### config.mk
export PLATFORM = sky130hd
export DESIGN_NAME = unified_mem_arbiter_flat
export DESIGN_NICKNAME = d
export VERILOG_FILES = /design/src/rtl/unified_mem_arbiter_if.sv /design/src/rtl/unified_mem_arbiter.sv /design/src/flat_wrapper.sv
export SDC_FILE = /design/constraint.sdc
export NUM_CORES = 1
export LEC_CHECK = 0
export BUFFER_PORTS_ARGS = -buffer_cell sky130_fd_sc_hd__buf_2
export CAP_MARGIN = 20
export CORE_AREA = 2 2 102 104
export DETAILED_ROUTE_END_ITERATION = 7
export DIE_AREA = 0 0 104 106
export PLACE_DENSITY = 0.61
export SLEW_MARGIN = 20
export SYNTH_ARGS = -nofsm -noshare
export SYNTH_HDL_FRONTEND = slang
export SYNTH_SLANG_ARGS = --single-unit
### constraint.sdc
create_clock -name clk -period 7.43 [get_ports clk]
set_input_delay 1.1145 -clock clk [delete_from_list [all_inputs] [get_ports clk]]
set_output_delay 1.1145 -clock clk [all_outputs]
set_load 0.01 [all_outputs]
### src/rtl/unified_mem_arbiter_if.sv
// rtl/unified_mem_arbiter_if.sv - request/response and memory-port bundle for unified_mem_arbiter
// Purpose: groups the fetch port, data port, memory port and debug counter.
// Modports: master = requesters and memory (drive requests, mem_rdata),
//           slave  = arbiter (drives grants, responses, memory controls).
interface unified_mem_arbiter_if #(
   parameter int ADDR_W = 13,
   parameter int CNT_W  = 16
);
   logic              if_req;
   logic [31:0]       if_addr;
   logic              if_gnt;
   logic              if_valid;
   logic [31:0]       if_rdata;
   logic              if_stall;

   logic              d_req;
   logic              d_we;
   logic [31:0]       d_addr;
   logic [31:0]       d_wdata;
   logic              d_gnt;
   logic              d_valid;
   logic [31:0]       d_rdata;

   logic              mem_en;
   logic              mem_we;
   logic [ADDR_W-3:0] mem_addr;
   logic [31:0]       mem_wdata;
   logic [31:0]       mem_rdata;

   logic [CNT_W-1:0]  conflict_cnt;

   modport master (
      output if_req, if_addr, d_req, d_we, d_addr, d_wdata, mem_rdata,
      input  if_gnt, if_valid, if_rdata, if_stall,
      input  d_gnt, d_valid, d_rdata,
      input  mem_en, mem_we, mem_addr, mem_wdata, conflict_cnt
   );

   modport slave (
      input  if_req, if_addr, d_req, d_we, d_addr, d_wdata, mem_rdata,
      output if_gnt, if_valid, if_rdata, if_stall,
      output d_gnt, d_valid, d_rdata,
      output mem_en, mem_we, mem_addr, mem_wdata, conflict_cnt
   );
endinterface

### src/rtl/unified_mem_arbiter.sv
// rtl/unified_mem_arbiter.sv - arbiter sharing one single-ported memory between fetch and load/store
// Purpose: grants at most one request per cycle (data first, fetch after a
//          data-win streak of STARVE_LIMIT), drives the memory port and
//          routes the next-cycle read data to the granted requester.
// Ports: clk - rising-edge clock
//        rst - asynchronous active-low reset
//        bus - unified_mem_arbiter_if.slave (fetch, data, memory, conflict_cnt)
module unified_mem_arbiter #(
   parameter int ADDR_W       = 13,
   parameter int STARVE_LIMIT = 4,
   parameter int CNT_W        = 16
) (
   input logic                  clk,
   input logic                  rst,
   unified_mem_arbiter_if.slave bus
);
   localparam int            SW         = $clog2(STARVE_LIMIT + 1);
   localparam logic [SW-1:0] STARVE_MAX = SW'(STARVE_LIMIT);

   typedef enum logic [1:0] {
      OWN_NONE = 2'd0,
      OWN_IF   = 2'd1,
      OWN_D    = 2'd2
   } owner_e;

   owner_e           owner_q, owner_d;
   logic             oor_q, oor_d;
   logic [SW-1:0]    starve_cnt_q, starve_cnt_d;
   logic [CNT_W-1:0] conflict_cnt_q, conflict_cnt_d;

   logic        if_gnt, d_gnt;
   logic        if_oor, d_oor, sel_oor;
   logic        any_gnt, mem_en, mem_we;
   logic        if_valid, d_valid;
   logic [31:0] sel_addr;
   logic        unused_addr_bits;

   // Byte-lane bits are not used by a word-wide memory.
   assign unused_addr_bits = ^{bus.if_addr[1:0], bus.d_addr[1:0]};

   // Arbitration and address selection.
   always_comb begin
      if_oor   = |bus.if_addr[31:ADDR_W];
      d_oor    = |bus.d_addr[31:ADDR_W];
      // Fetch wins only when data is idle or fetch has lost STARVE_LIMIT times in a row.
      if_gnt   = rst & bus.if_req & (~bus.d_req | (starve_cnt_q == STARVE_MAX));
      d_gnt    = rst & bus.d_req & ~if_gnt;
      any_gnt  = if_gnt | d_gnt;
      sel_addr = d_gnt ? bus.d_addr : bus.if_addr;
      sel_oor  = d_gnt ? d_oor : if_oor;
      // Out-of-range grants are acknowledged but never reach the memory.
      mem_en   = any_gnt & ~sel_oor;
      mem_we   = mem_en & d_gnt & bus.d_we;
   end

   // State register.
   always_ff @(posedge clk or negedge rst) begin
      if (!rst) begin
         owner_q        <= OWN_NONE;
         oor_q          <= 1'b0;
         starve_cnt_q   <= '0;
         conflict_cnt_q <= '0;
      end else begin
         owner_q        <= owner_d;
         oor_q          <= oor_d;
         starve_cnt_q   <= starve_cnt_d;
         conflict_cnt_q <= conflict_cnt_d;
      end
   end

   // Next state.
   always_comb begin
      owner_d = OWN_NONE;
      if (d_gnt) begin
         owner_d = OWN_D;
      end else if (if_gnt) begin
         owner_d = OWN_IF;
      end
      oor_d = any_gnt & sel_oor;

      starve_cnt_d = starve_cnt_q;
      if (if_gnt || !bus.if_req) begin
         starve_cnt_d = '0;
      end else if (d_gnt && (starve_cnt_q != STARVE_MAX)) begin
         starve_cnt_d = starve_cnt_q + SW'(1);
      end

      conflict_cnt_d = conflict_cnt_q;
      if (bus.if_req && bus.d_req && !(&conflict_cnt_q)) begin
         conflict_cnt_d = conflict_cnt_q + CNT_W'(1);
      end
   end

   // Outputs.
   always_comb begin
      if_valid      = (owner_q == OWN_IF);
      d_valid       = (owner_q == OWN_D);
      bus.if_gnt    = if_gnt;
      bus.d_gnt     = d_gnt;
      bus.if_stall  = bus.if_req & ~if_gnt;
      bus.mem_en    = mem_en;
      bus.mem_we    = mem_we;
      // Idle port values are forced to zero so they never carry X.
      bus.mem_addr  = mem_en ? sel_addr[ADDR_W-1:2] : '0;
      bus.mem_wdata = mem_we ? bus.d_wdata : '0;
      bus.if_valid  = if_valid;
      bus.d_valid   = d_valid;
      bus.if_rdata  = (if_valid & ~oor_q) ? bus.mem_rdata : '0;
      bus.d_rdata   = (d_valid & ~oor_q) ? bus.mem_rdata : '0;
      bus.conflict_cnt = conflict_cnt_q;
   end
endmodule

### src/flat_wrapper.sv
// flat-port wrapper written by rule: the top's interface ports become plain ports
module unified_mem_arbiter_flat 
#(
   parameter int ADDR_W       = 13,
   parameter int STARVE_LIMIT = 4,
   parameter int CNT_W        = 16
)
  (clk, rst, bus_if_req, bus_if_addr, bus_d_req, bus_d_we, bus_d_addr, bus_d_wdata, bus_mem_rdata, bus_if_gnt, bus_if_valid, bus_if_rdata, bus_if_stall, bus_d_gnt, bus_d_valid, bus_d_rdata, bus_mem_en, bus_mem_we, bus_mem_addr, bus_mem_wdata, bus_conflict_cnt);
  unified_mem_arbiter_if #(.ADDR_W(ADDR_W), .CNT_W(CNT_W)) bus_i ();
  input logic clk;
  input logic rst;
  input wire logic [$bits(bus_i.if_req)-1:0] bus_if_req;
  input wire logic [$bits(bus_i.if_addr)-1:0] bus_if_addr;
  input wire logic [$bits(bus_i.d_req)-1:0] bus_d_req;
  input wire logic [$bits(bus_i.d_we)-1:0] bus_d_we;
  input wire logic [$bits(bus_i.d_addr)-1:0] bus_d_addr;
  input wire logic [$bits(bus_i.d_wdata)-1:0] bus_d_wdata;
  input wire logic [$bits(bus_i.mem_rdata)-1:0] bus_mem_rdata;
  output wire logic [$bits(bus_i.if_gnt)-1:0] bus_if_gnt;
  output wire logic [$bits(bus_i.if_valid)-1:0] bus_if_valid;
  output wire logic [$bits(bus_i.if_rdata)-1:0] bus_if_rdata;
  output wire logic [$bits(bus_i.if_stall)-1:0] bus_if_stall;
  output wire logic [$bits(bus_i.d_gnt)-1:0] bus_d_gnt;
  output wire logic [$bits(bus_i.d_valid)-1:0] bus_d_valid;
  output wire logic [$bits(bus_i.d_rdata)-1:0] bus_d_rdata;
  output wire logic [$bits(bus_i.mem_en)-1:0] bus_mem_en;
  output wire logic [$bits(bus_i.mem_we)-1:0] bus_mem_we;
  output wire logic [$bits(bus_i.mem_addr)-1:0] bus_mem_addr;
  output wire logic [$bits(bus_i.mem_wdata)-1:0] bus_mem_wdata;
  output wire logic [$bits(bus_i.conflict_cnt)-1:0] bus_conflict_cnt;
  assign bus_i.if_req = bus_if_req;
  assign bus_i.if_addr = bus_if_addr;
  assign bus_i.d_req = bus_d_req;
  assign bus_i.d_we = bus_d_we;
  assign bus_i.d_addr = bus_d_addr;
  assign bus_i.d_wdata = bus_d_wdata;
  assign bus_i.mem_rdata = bus_mem_rdata;
  assign bus_if_gnt = bus_i.if_gnt;
  assign bus_if_valid = bus_i.if_valid;
  assign bus_if_rdata = bus_i.if_rdata;
  assign bus_if_stall = bus_i.if_stall;
  assign bus_d_gnt = bus_i.d_gnt;
  assign bus_d_valid = bus_i.d_valid;
  assign bus_d_rdata = bus_i.d_rdata;
  assign bus_mem_en = bus_i.mem_en;
  assign bus_mem_we = bus_i.mem_we;
  assign bus_mem_addr = bus_i.mem_addr;
  assign bus_mem_wdata = bus_i.mem_wdata;
  assign bus_conflict_cnt = bus_i.conflict_cnt;
  unified_mem_arbiter #(.ADDR_W(ADDR_W), .STARVE_LIMIT(STARVE_LIMIT), .CNT_W(CNT_W)) u_core (.clk(clk), .rst(rst), .bus(bus_i));
endmodule
== Word level (Yosys, flattened, before mapping) ==
Index checks and enable logic that the tools add are counted.

* Flip-flop bits (word level): 22
* Input port bits: 133
* Word-level logic and storage cells: 47

* Add/subtract/negate cells: 2
* Equal/unequal tests: 4
* Mux-type cells: 10
* Bitwise logic cells: 17
* Reductions and logical operators: 10

{| class="wikitable"
|+ Operator list
! cell !! number
|-
| 2-to-1 mux 32 bit || 3
|-
| OR reduction 19 bit || 2
|-
| adder 16 x 1 -> 16 bit, second input constant || 1
|-
| AND reduction 16 bit || 1
|-
| 2-to-1 mux 13 bit || 1
|-
| AND 1 bit || 11
|-
| 2-to-1 mux 11 bit || 1
|-
| 2-to-1 mux 3 bit || 2
|-
| NOT 1 bit || 4
|-
| adder 3 x 1 -> 3 bit, second input constant || 1
|-
| equality test 3 bit, second input constant || 1
|-
| logical AND 1 bit || 3
|-
| != test 3 bit, second input constant || 1
|-
| equality test 2 x 1 -> 1 bit, second input constant || 1
|-
| equality test 2 bit, second input constant || 1
|-
| logical NOT 1 bit || 2
|-
| 2-to-1 mux 1 bit || 2
|-
| 2-to-1 mux 2 bit || 1
|-
| bitwise OR 1 bit || 2
|-
| nonzero test 2 bit || 1
|-
| logical OR 1 bit || 1
|}

== Longest topological paths before layout ==
Gate-level depths: netlist of run 1.

* Depth after elaboration: 11
* Depth in mapped cells: 7

== Least setup slack after synthesis of run 1 ==
OpenSTA, ideal clock, no wires.

* Kind: input port to output port
* From: input bus_d_addr[13]
* To: output bus_mem_wdata[22]
* Arrival time: 2.836 ns
* Setup slack: 3.480 ns
* Stages: 5
* Cells stage by stage: or4_1 -> or4_4 -> nor4_4 -> buf_6 -> and2_1

* Cells in the longest elaborated chain, start to end: 7

{| class="wikitable"
|+ RTL lines
! element !! line !! text
|-
| start, declared || flat_wrapper.sv:16 || <nowiki>input wire logic [$bits(bus_i.d_addr)-1:0] bus_d_addr;</nowiki>
|-
| OR reduction 19 bit || unified_mem_arbiter.sv:44 || <nowiki>d_oor = |bus.d_addr[31:ADDR_W];</nowiki>
|-
| 2-to-1 mux 1 bit || unified_mem_arbiter.sv:50 || <nowiki>sel_oor = d_gnt ? d_oor : if_oor;</nowiki>
|-
| NOT 1 bit || unified_mem_arbiter.sv:52 || <nowiki>mem_en = any_gnt & ~sel_oor;</nowiki>
|-
| AND 1 bit || unified_mem_arbiter.sv:52 ||
|-
| AND 1 bit (2 in series) || unified_mem_arbiter.sv:53 || <nowiki>mem_we = mem_en & d_gnt & bus.d_we;</nowiki>
|-
| named net bus_mem_we || flat_wrapper.sv:27 || <nowiki>output wire logic [$bits(bus_i.mem_we)-1:0] bus_mem_we;</nowiki>
|-
| 2-to-1 mux 32 bit || unified_mem_arbiter.sv:105 || <nowiki>bus.mem_wdata = mem_we ? bus.d_wdata : '0;</nowiki>
|-
| end, declared || flat_wrapper.sv:29 || <nowiki>output wire logic [$bits(bus_i.mem_wdata)-1:0] bus_mem_wdata;</nowiki>
|}

The timed path passes the listed nets, and every way through them passes these cells.

== Final worst setup path of run 1 ==
* From: input rst
* To: output bus_mem_wdata[29]

* Cells in the longest elaborated chain, start to end: 10
* Elaborated cells on any way between the ends: 12
* Classes of those cells: mux: 2; bitwise: 10

{| class="wikitable"
|+ RTL lines
! element !! line !! text
|-
| start, declared || flat_wrapper.sv:11 || <nowiki>input logic rst;</nowiki>
|-
| AND 1 bit (2 in series) || unified_mem_arbiter.sv:46 || <nowiki>if_gnt = rst & bus.if_req & (~bus.d_req | (starve_cnt_q == STARVE_MAX));</nowiki>
|-
| NOT 1 bit || unified_mem_arbiter.sv:47 || <nowiki>d_gnt = rst & bus.d_req & ~if_gnt;</nowiki>
|-
| AND 1 bit || unified_mem_arbiter.sv:47 ||
|-
| 2-to-1 mux 1 bit || unified_mem_arbiter.sv:50 ||
|-
| NOT 1 bit || unified_mem_arbiter.sv:52 ||
|-
| AND 1 bit || unified_mem_arbiter.sv:52 ||
|-
| AND 1 bit * (2 in series) || unified_mem_arbiter.sv:53 ||
|-
| 2-to-1 mux 32 bit * || unified_mem_arbiter.sv:105 ||
|}

Mark *: on every way between the ends. The rest lies on a longest branch, timed or not.

==> results_dict.tcl, run 1 <==
set metrics [dict create \
    p_per_area_nw_per_um2 96.07 \
    drc 0 \
    grt_overflow 0 \
    drt-total-wl_mm 8.965 \
    place_area_um2 3661 \
    cts_setup_buffers 0 \
    worstPathArrival_ps 3590 \
    ys_warn_count 0 \
    syn_area_per_cell_um2 7.782 \
    syn_inst 291 \
    dieWidth_um 104 \
    rr_endpoint "u_core.oor_q" \
    tns_ps 0 \
    cp-startpoint "rst" \
    final_util 0.3717 \
    synthesis.area_um2 2265 \
    syn-num-nets 427 \
    grt_pass1_vias 2659 \
    intPower_mw 0.2387 \
    dieArea_um2 11020 \
    synthArstFlopShare 1.000 \
    grt_start_max_net_pins 34 \
    ff2ff_path_depth 6 \
    cts_root_buf "clkbuf_8" \
    die_h_um 106 \
    rsz0062_at_grt "false" \
    io_pins 263 \
    drive_above_1_share 0.5093 \
    p_seq_frac 0.442 \
    grt_first_pass_wirelength_mm 13.44 \
    dr.pass1.iters 4 \
    finalNonFillerCells 672 \
    hold_ws_ps 499.8 \
    slew_headroom 0.3857 \
    antenna_found_initial 0 \
    via_per_inst 4.430 \
    required_ps 6320 \
    outcome "complete, no violations" \
    drt_iter0_markers 146 \
    ys_types 35 \
    rr_startpoint "u_core.starve_cnt_q[0]" \
    fillers 1055 \
    fmax_mhz 212.6 \
    endpoint_kind "primary output" \
    pre_cts_slack_ps 2383 \
    n_antenna_cell 0 \
    cts_made_buffers 3 \
    crit_fanout 31 \
    power.clock.fraction 0.199 \
    final_cell_area_um2 3717 \
    power_leakage_nw 2.109 \
    period_share 0.6330 \
    cts.path.max_buffers 2 \
    setup_viol 0 \
    gp_congestion 0.7655 \
    dr_total_vias 2977 \
    reg2reg_slack_ps 5050 \
    synth_edf_count 0 \
    rows 37 \
    portBuffers 258 \
    ys_seq_area_frac 0.2431 \
    synth-main-ff-cell "dfrtp_1" \
    max-cap-violations 0 \
    min_path_type "register to register" \
    place_hpwl_mm 7.547 \
    min_period_ps 4703 \
    p_comb_frac 0.358 \
    crit_type "primary input to primary output" \
    cts.sink_count 22 \
    drtAntennaViolNets 0 \
    layout_setup_ws_ps 2727 \
    multi_input_area_um2 1608 \
    syn2layout_area_growth_pct 64.14 \
    worstMarginPinSlew_ps 917.5 \
    nNetsFinal 674 \
    dp.cells 668 \
    cts_hold_buf 0 \
    cts_tree "done" \
    switching_power_mw 0.1184 \
    seqCellArea_um2 550.5 \
    crit_path_start_kind "primary input" \
    crit_end "bus_mem_wdata[29]" \
    hold_viol 0 \
    ir_drop_v 0.00006099 \
    post_cts_resize_count 0 \
    synth_seq_cells 22 \
    clock_latency_ps 250 \
    maxSlewViolCount 0 \
    start_util 0.2265 \
    grtUsageTotal 0.1478 \
    post_drt_wl_per_cell_um 13.34 \
    switching_share 0.3316 \
    clk_pin_slew_ps 70 \
    clock_skew_ps 2.537 \
    core_area_um2 10000 \
    htreeDepth 1 \
    finalPower_mw 0.3571 \
]
[power groups by stage]
| stage | registers (mW) | logic, mW | clock network, mW |
|---|---|---|---|
| final | 0.158 | 0.128 | 0.0712 |
| after global routing | 0.162 | 0.143 | 0.0807 |
| after CTS | 0.158 | 0.129 | 0.0746 |
| after detailed placement | 0.160 | 0.128 | 0 |
| after global placement | 0.159 | 0.126 | 0 |
| after floorplan | 0.165 | 0.0514 | 0 |
[cell type report]
type                    count  area share
clock buffers               3     0.01111
multi-input cells         244      0.4325
well taps                 136     0.04578
inverters                   4    0.004039
repair buffers            263      0.3585
flip-flops and latches     22      0.1481
[critical path, cell delays in order]
cell     delay (ps)
buf_2           490
nand2_1         260
or4_4           710
nor4_4          460
buf_6           240
and2_1          150
buf_2           150
[metal layers]
layer  GRT usage  wire length (um)  vias up
met5           0                 0        -
met4     0.01737                44        0
met3     0.05212               976        4
met2      0.2495              4095      171
met1      0.1873              3849     1319
li1            -                 -     1483
[cells by family (layout without fill, tap and decap cells)]
| kind of cell | Yosys count | after routing | synth area share |
|---|---|---|---|
| DFF | 22 | 22 | 0.2431 |
| and+or+nand+nor | 205 | 205 | 0.5519 |
| xor gates and xnor gates | 15 | 15 | 0.05801 |
| AOI/OAI and AO/OA | 20 | 20 | 0.07348 |
| buffers and inverters | 25 | 270 | 0.05193 |
| muxes | 1 | 1 | 0.004972 |
| adders and majority gates | 3 | 3 | 0.01658 |
[flip-flops by register name (all words and copies together) (netlist names)]
name	count
u_core.bus.conflict_cnt	16
u_core.oor_q	1
u_core.starve_cnt_q	3
u_core.owner_q	2
[cell usage in the layout, fill, tap and decap left out, drive strengths merged]
cell	n
buf	263
and2	99
dfrtp	22
nor2	19
nand4	17
nor2b	16
xnor2	14
nand2	11
nand3b	11
o32a	11
nand3	8
nor4	7
inv	4
and3	4
o21ai	4
and4	3
ha	3
clkbuf	3
or4	3
a21boi	2
o211ai	1
or4b	1
nand4b	1
or2	1
a21oi	1
and3b	1
a41oi	1
mux2	1
xor2	1
nor3	1
nor3b	1
nand2b	1
[worst min path at each step]
stage / startpoint / to / slack [ps] / depth (start not counted)
after floorplan: u_core.bus.conflict_cnt[15] / u_core.bus.conflict_cnt[15] / 520 / 1
after global placement: u_core.bus.conflict_cnt[11] / u_core.bus.conflict_cnt[11] / 480 / 1
after detailed placement: u_core.bus.conflict_cnt[11] / u_core.bus.conflict_cnt[11] / 500 / 1
after CTS: u_core.bus.conflict_cnt[11] / u_core.bus.conflict_cnt[11] / 510 / 1
after global routing: u_core.bus.conflict_cnt[11] / u_core.bus.conflict_cnt[11] / 520 / 1
final: u_core.bus.conflict_cnt[15] / u_core.bus.conflict_cnt[15] / 500 / 1
[Yosys cell counts (all sizes together) (3+ instances only)]
library cell  count  area, um^2
and2             99       619.3
dfrtp            22       550.5
nor2             19       71.32
clkbuf           17       63.81
nand4            17       106.4
nor2b            16       100.1
xnor2            14       122.6
nand2            11       41.29
nand3b           11       82.58
o32a             11       110.1
nand3             8       40.04
nor4              7       58.81
and3              4       25.02
buf               4       38.78
inv               4       15.01
o21ai             4       20.02
and4              3       26.28
ha                3       37.54
or4               3       26.27
Note: power is estimated with default switching activity, not from simulation.
==> run 2, diff against run 1 <==
--- a/config.mk
+++ b/config.mk
@@ -7,10 +7,10 @@
 export LEC_CHECK = 0
 export BUFFER_PORTS_ARGS = -buffer_cell sky130_fd_sc_hd__buf_2
 export CAP_MARGIN = 20
-export CORE_AREA = 2 2 102 104
+export CORE_AREA = 2 2 101 103
 export DETAILED_ROUTE_END_ITERATION = 7
-export DIE_AREA = 0 0 104 106
-export PLACE_DENSITY = 0.61
+export DIE_AREA = 0 0 103 105
+export PLACE_DENSITY = 0.62
 export SLEW_MARGIN = 20
 export SYNTH_ARGS = -nofsm -noshare
 export SYNTH_HDL_FRONTEND = slang
==> constraint.sdc (replaced) <==
create_clock -name clk -period 4.5 [get_ports clk]
set_input_delay 0.675 -clock clk [delete_from_list [all_inputs] [get_ports clk]]
set_output_delay 0.675 -clock clk [all_outputs]
set_load 0.01 [all_outputs]
==> results_dict.tcl, run 2 (same netlist as run 1, synthesis figures left out) <==
set metrics [dict create \
    outcome "complete, no violations" \
    post_cts_resize_count 0 \
    setup_viol 0 \
    drive_above_1_share 0.5112 \
    endpoint_kind "primary output" \
    dieWidth_um 103 \
    via_per_inst 4.484 \
    post_drt_wl_per_cell_um 15.03 \
    min_path_type "primary input to asynchronous set/reset pin" \
    tns_ps 0 \
    ir_drop_v 0.0001166 \
    clock_latency_ps 260 \
    p_seq_frac 0.425 \
    switching_power_mw 0.2048 \
    drtAntennaViolNets 0 \
    grt_first_pass_wirelength_mm 14.39 \
    crit_fanout 32 \
    required_ps 3830 \
    rows 36 \
    nNetsFinal 675 \
    place_hpwl_mm 8.693 \
    clock_skew_ps 2.350 \
    p_comb_frac 0.343 \
    grt_start_max_net_pins 33 \
    finalPower_mw 0.6175 \
    grtUsageTotal 0.1715 \
    dieArea_um2 10820 \
    worstPathArrival_ps 2810 \
    io_pins 263 \
    slew_headroom 0.3931 \
    antenna_found_initial 1 \
    rsz0062_at_grt "false" \
    min_period_ps 3483 \
    drt_iter0_markers 106 \
    final_util 0.3871 \
    core_area_um2 9639 \
    p_per_area_nw_per_um2 165.5 \
    cts.path.max_buffers 2 \
    fmax_mhz 287.1 \
    cts_setup_buffers 0 \
    cts_made_buffers 3 \
    period_share 0.7740 \
    place_area_um2 3672 \
    maxSlewViolCount 0 \
    slowest_delay_ps 610 \
    start_util 0.2349 \
    largest_reg_flops 16 \
    n_antenna_cell 0 \
    switching_share 0.3317 \
    grt_overflow 0 \
    cpMostUsedCell "buf_2" \
    intPower_mw 0.4127 \
    cts_root_buf "clkbuf_8" \
    htreeDepth 1 \
    cpMaxStageDelayCell "or4_4" \
    final_common_cell "buf_2" \
    worstMarginPinSlew_ps 906.3 \
    power.clock.fraction 0.231 \
    grt_pass1_vias 2764 \
    max-cap-violations 0 \
    power_leakage_nw 2.120 \
    drt-total-wl_mm 10.08 \
    dr.pass1.iters 4 \
    clk_pin_slew_ps 80 \
    cts_tree "done" \
    gp_congestion 0.8182 \
    final_cell_mix "buf_2, and2_1, dfrtp_1" \
    hold_ws_ps 427.0 \
    die_h_um 105 \
    hold_viol 0 \
    final_cell_area_um2 3731 \
    crit_chain "buf_2, or4_1, or4_4, nor4_4, buf_4, and2_1, buf_2" \
    crit_path_start_kind "primary input" \
    cts.sink_count 22 \
    cts_hold_buf 0 \
    crit_type "primary input to primary output" \
    dr_total_vias 3009 \
    syn2layout_area_growth_pct 64.75 \
    drc 0 \
    portBuffers 258 \
]
## run 2: cell count changes in the layout (fill, tap and decap cells not counted), sizes merged
cell and delta:
buf +1, clkbuf +1
## run 2: worst paths after layout
check,startpoint,endpoint,slack (ps),cells past startpoint
max reg2reg,u_core.starve_cnt_q[0],u_core.oor_q,2070,6
min in group clk,u_core.bus.conflict_cnt[11],u_core.bus.conflict_cnt[11],500,1
min reg2reg,u_core.bus.conflict_cnt[11],u_core.bus.conflict_cnt[11],500,1
min,rst,u_core.bus.conflict_cnt[1],430,2
max,bus_d_addr[13],bus_mem_wdata[8],1020,7
max in group asynchronous,rst,u_core.bus.conflict_cnt[7],3810,2
## run 2: final cells by class
class	count	area, um^2
Clock buffer	4	55.05
Fill cell	1014	5908
Multi-Input combinational cell	244	1608
Inverter	4	15.01
Sequential cell	22	550.5
Tap cell	133	166.4
Timing Repair Buffer	264	1336
## run 2: per-stage QoR
step,setup slack (ps),instances
finish,1017,671
global route,886.1,671
CTS,1013,671
detailed placement,1026,667
global placement,1055,667
floorplan,1429,291
## run 2: power by group through the flow
stage / logic (mW) / clock network, mW / registers [mW]
2_1_floorplan: 0.0849 / 0 / 0.272
3_3_place_gp: 0.209 / 0 / 0.265
3_5_place_dp: 0.214 / 0 / 0.268
4_1_cts: 0.214 / 0.148 / 0.263
5_1_grt: 0.234 / 0.157 / 0.270
6_report: 0.212 / 0.143 / 0.263
## run 2: worst max-delay path, delay by kind of cell
family	cells	cell delay, ps
buffers and inverters	3	560
AND/OR/NAND/NOR	4	1570
## run 2: routing by layer
layer,track usage,wire [um]
met1,0.1874,3813
met2,0.3112,4980
met3,0.06890,1182
met4,0.02726,107
met5,0,0
==> run 3, diff against run 2 <==
--- a/config.mk
+++ b/config.mk
@@ -5,11 +5,12 @@
 export SDC_FILE = /design/constraint.sdc
 export NUM_CORES = 1
 export LEC_CHECK = 0
+export ABC_AREA = 1
 export BUFFER_PORTS_ARGS = -buffer_cell sky130_fd_sc_hd__buf_2
 export CAP_MARGIN = 20
-export CORE_AREA = 2 2 101 103
+export CORE_AREA = 2 2 102 104
 export DETAILED_ROUTE_END_ITERATION = 7
-export DIE_AREA = 0 0 103 105
+export DIE_AREA = 0 0 104 106
 export PLACE_DENSITY = 0.62
 export SLEW_MARGIN = 20
 export SYNTH_ARGS = -nofsm -noshare
==> constraint.sdc (replaced) <==
create_clock -name clk -period 3.4 [get_ports clk]
set_input_delay 0.51 -clock clk [delete_from_list [all_inputs] [get_ports clk]]
set_output_delay 0.51 -clock clk [all_outputs]
set_load 0.01 [all_outputs]
==> results_dict.tcl, run 3 <==
set metrics [dict create \
    crit_fanout 15 \
    maxSlewViolCount 0 \
    period_share 0.7780 \
    switching_share 0.3700 \
    drive_above_1_share 0.4158 \
    grt_start_max_net_pins 34 \
    rows 37 \
    min_period_ps 2645 \
    yosysMostFrequentCell "nor2_1" \
    syn_inst 444 \
    via_per_inst 3.852 \
    drt-total-wl_mm 9.378 \
    n_antenna_cell 0 \
    crit_type "register to primary output" \
    min_path_type "primary input to asynchronous set/reset pin" \
    ys_warn_count 0 \
    syn-num-nets 580 \
    nNetsFinal 832 \
    drt_iter0_markers 219 \
    place_hpwl_mm 7.802 \
    max-cap-violations 0 \
    cts.path.max_buffers 2 \
    synth_top_cell_by_area "dfrtp_1" \
    clock_skew_ps 8.653 \
    yosysTopAreaCellShare 0.2299 \
    endpoint_kind "primary output" \
    synth-main-ff-cell "dfrtp_1" \
    grt_overflow 0 \
    post_cts_resize_count 0 \
    intPower_mw 0.6499 \
    cts_tree "done" \
    grtUsageTotal 0.1554 \
    drc 0 \
    ys_top_cells_by_count "nor2_1, nand2_1, inv_1" \
    synthesis.area_um2 2395 \
    gp_congestion 0.8079 \
    dieArea_um2 11020 \
    netlist_top_cells_area "dfrtp_1, nor2_1, nand2_1, inv_1, xor2_1" \
    largest_reg_flops 16 \
    clock_latency_ps 270 \
    rr_startpoint "u_core.bus.conflict_cnt[0]" \
    ys_types 28 \
    cts_hold_buf 0 \
    io_pins 263 \
    crit_path_start_kind "register" \
    dr_total_vias 3201 \
    power.clock.fraction 0.240 \
    htreeDepth 1 \
    syn2layout_area_growth_pct 61.70 \
    final_cell_mix "buf_2, nor2_1, nand2_1" \
    rsz0062_at_grt "false" \
    die_h_um 106 \
    hold_viol 0 \
    final_common_cell "buf_2" \
    setup_viol 0 \
    switching_power_mw 0.3817 \
    cts.sink_count 22 \
    synthArstFlopShare 1.000 \
    fmax_mhz 378.1 \
    worstPathArrival_ps 2140 \
    slew_headroom 0.5773 \
    ir_drop_v 0.0001854 \
    p_comb_frac 0.401 \
    grt_pass1_vias 2784 \
    tns_ps 0 \
    layout_setup_ws_ps 754.9 \
    worstMarginPinSlew_ps 631.8 \
    p_seq_frac 0.359 \
    synth_edf_count 0 \
    outcome "complete, no violations" \
    power_leakage_nw 2.741 \
    cts_root_buf "clkbuf_8" \
    pre_cts_slack_ps 953.8 \
    cts_made_buffers 3 \
    drtAntennaViolNets 0 \
    core_area_um2 10000 \
    fillers 1157 \
    antenna_found_initial 0 \
    start_util 0.2395 \
    cts_setup_buffers 0 \
    synth_seq_cells 22 \
    dieWidth_um 104 \
    portBuffers 258 \
    grt_first_pass_wirelength_mm 14.06 \
    ys_seq_area_frac 0.2299 \
    required_ps 2890 \
    dr.pass1.iters 4 \
    syn_area_per_cell_um2 5.394 \
    cp-startpoint "u_core.starve_cnt_q[0]" \
    post_drt_wl_per_cell_um 11.29 \
    p_per_area_nw_per_um2 266.4 \
    clk_pin_slew_ps 90 \
]
## run 3: cell families (layout without fill, tap and decap cells)
logic type	count (synthesis)	count (layout)	share of synthesized area
compound gates	11	11	0.02925
xor+xnor	13	13	0.04754
fa+ha+maj	3	3	0.01568
buf+inv	117	368	0.1991
flops	22	22	0.2299
simple gates	278	278	0.4786
## run 3: per-stage QoR
stage	std cells	total power, mW	hold slack (ps)	utilization	cell area [um^2]
floorplan	444	0.6055	214.4	-	2395
global placement	826	0.7875	511.7	0.3784	3784
detailed placement	826	0.7898	525.6	0.3784	3784
CTS	830	1.044	312.2	0.3855	3855
global route	831	1.112	320.0	0.3873	3872
finish	831	1.032	286.1	0.3873	3872
## run 3: final timing paths
kind	to	depth (start not counted)	slack, ps
min reg2reg	u_core.bus.conflict_cnt[12]	1	540
max in group asynchronous	u_core.owner_q[1]	2	2870
min in group clk	u_core.starve_cnt_q[2]	3	530
max	bus_mem_addr[4]	12	750
min	u_core.bus.conflict_cnt[5]	2	290
max reg2reg	u_core.bus.conflict_cnt[14]	8	1760
## run 3: layout make-up
class                   instances  area [um^2]  share of cell area
clock buffers                   3        41.29             0.01066
multi-input cells             305         1370              0.3538
flip-flops and latches         22        550.5              0.1422
inverters                     103        389.1              0.1005
repair buffers                261         1321              0.3412
well taps                     136        170.2             0.04394
clock inverters                 1        30.03            0.007754
## run 3: metal layers
layer  track usage  up-vias  wire length, um
met4       0.02027        0               25
met2        0.2838      108             4741
met3       0.03127        4              537
met1        0.1935     1335             4074
met5             0        -                0
li1              -     1754                -
## run 3: worst max-delay path, cell delays in order (launching register included)
cell and delay, ps:
dfrtp_1 350, inv_1 60, ha_1 190, nand2_1 90
nand2_2 80, nand2_4 100, inv_4 50, nor2_8 190
inv_2 150, nand2_2 110, nand3_2 210, nor2_1 150
buf_2 150
## run 3: power groups by stage
stage | clock network (mW) | logic, mW | registers (mW)
floorplan | 0 | 0.223 | 0.383
global placement | 0 | 0.412 | 0.375
detailed placement | 0 | 0.416 | 0.374
CTS | 0.257 | 0.418 | 0.370
global route | 0.268 | 0.466 | 0.378
finish | 0.248 | 0.413 | 0.370
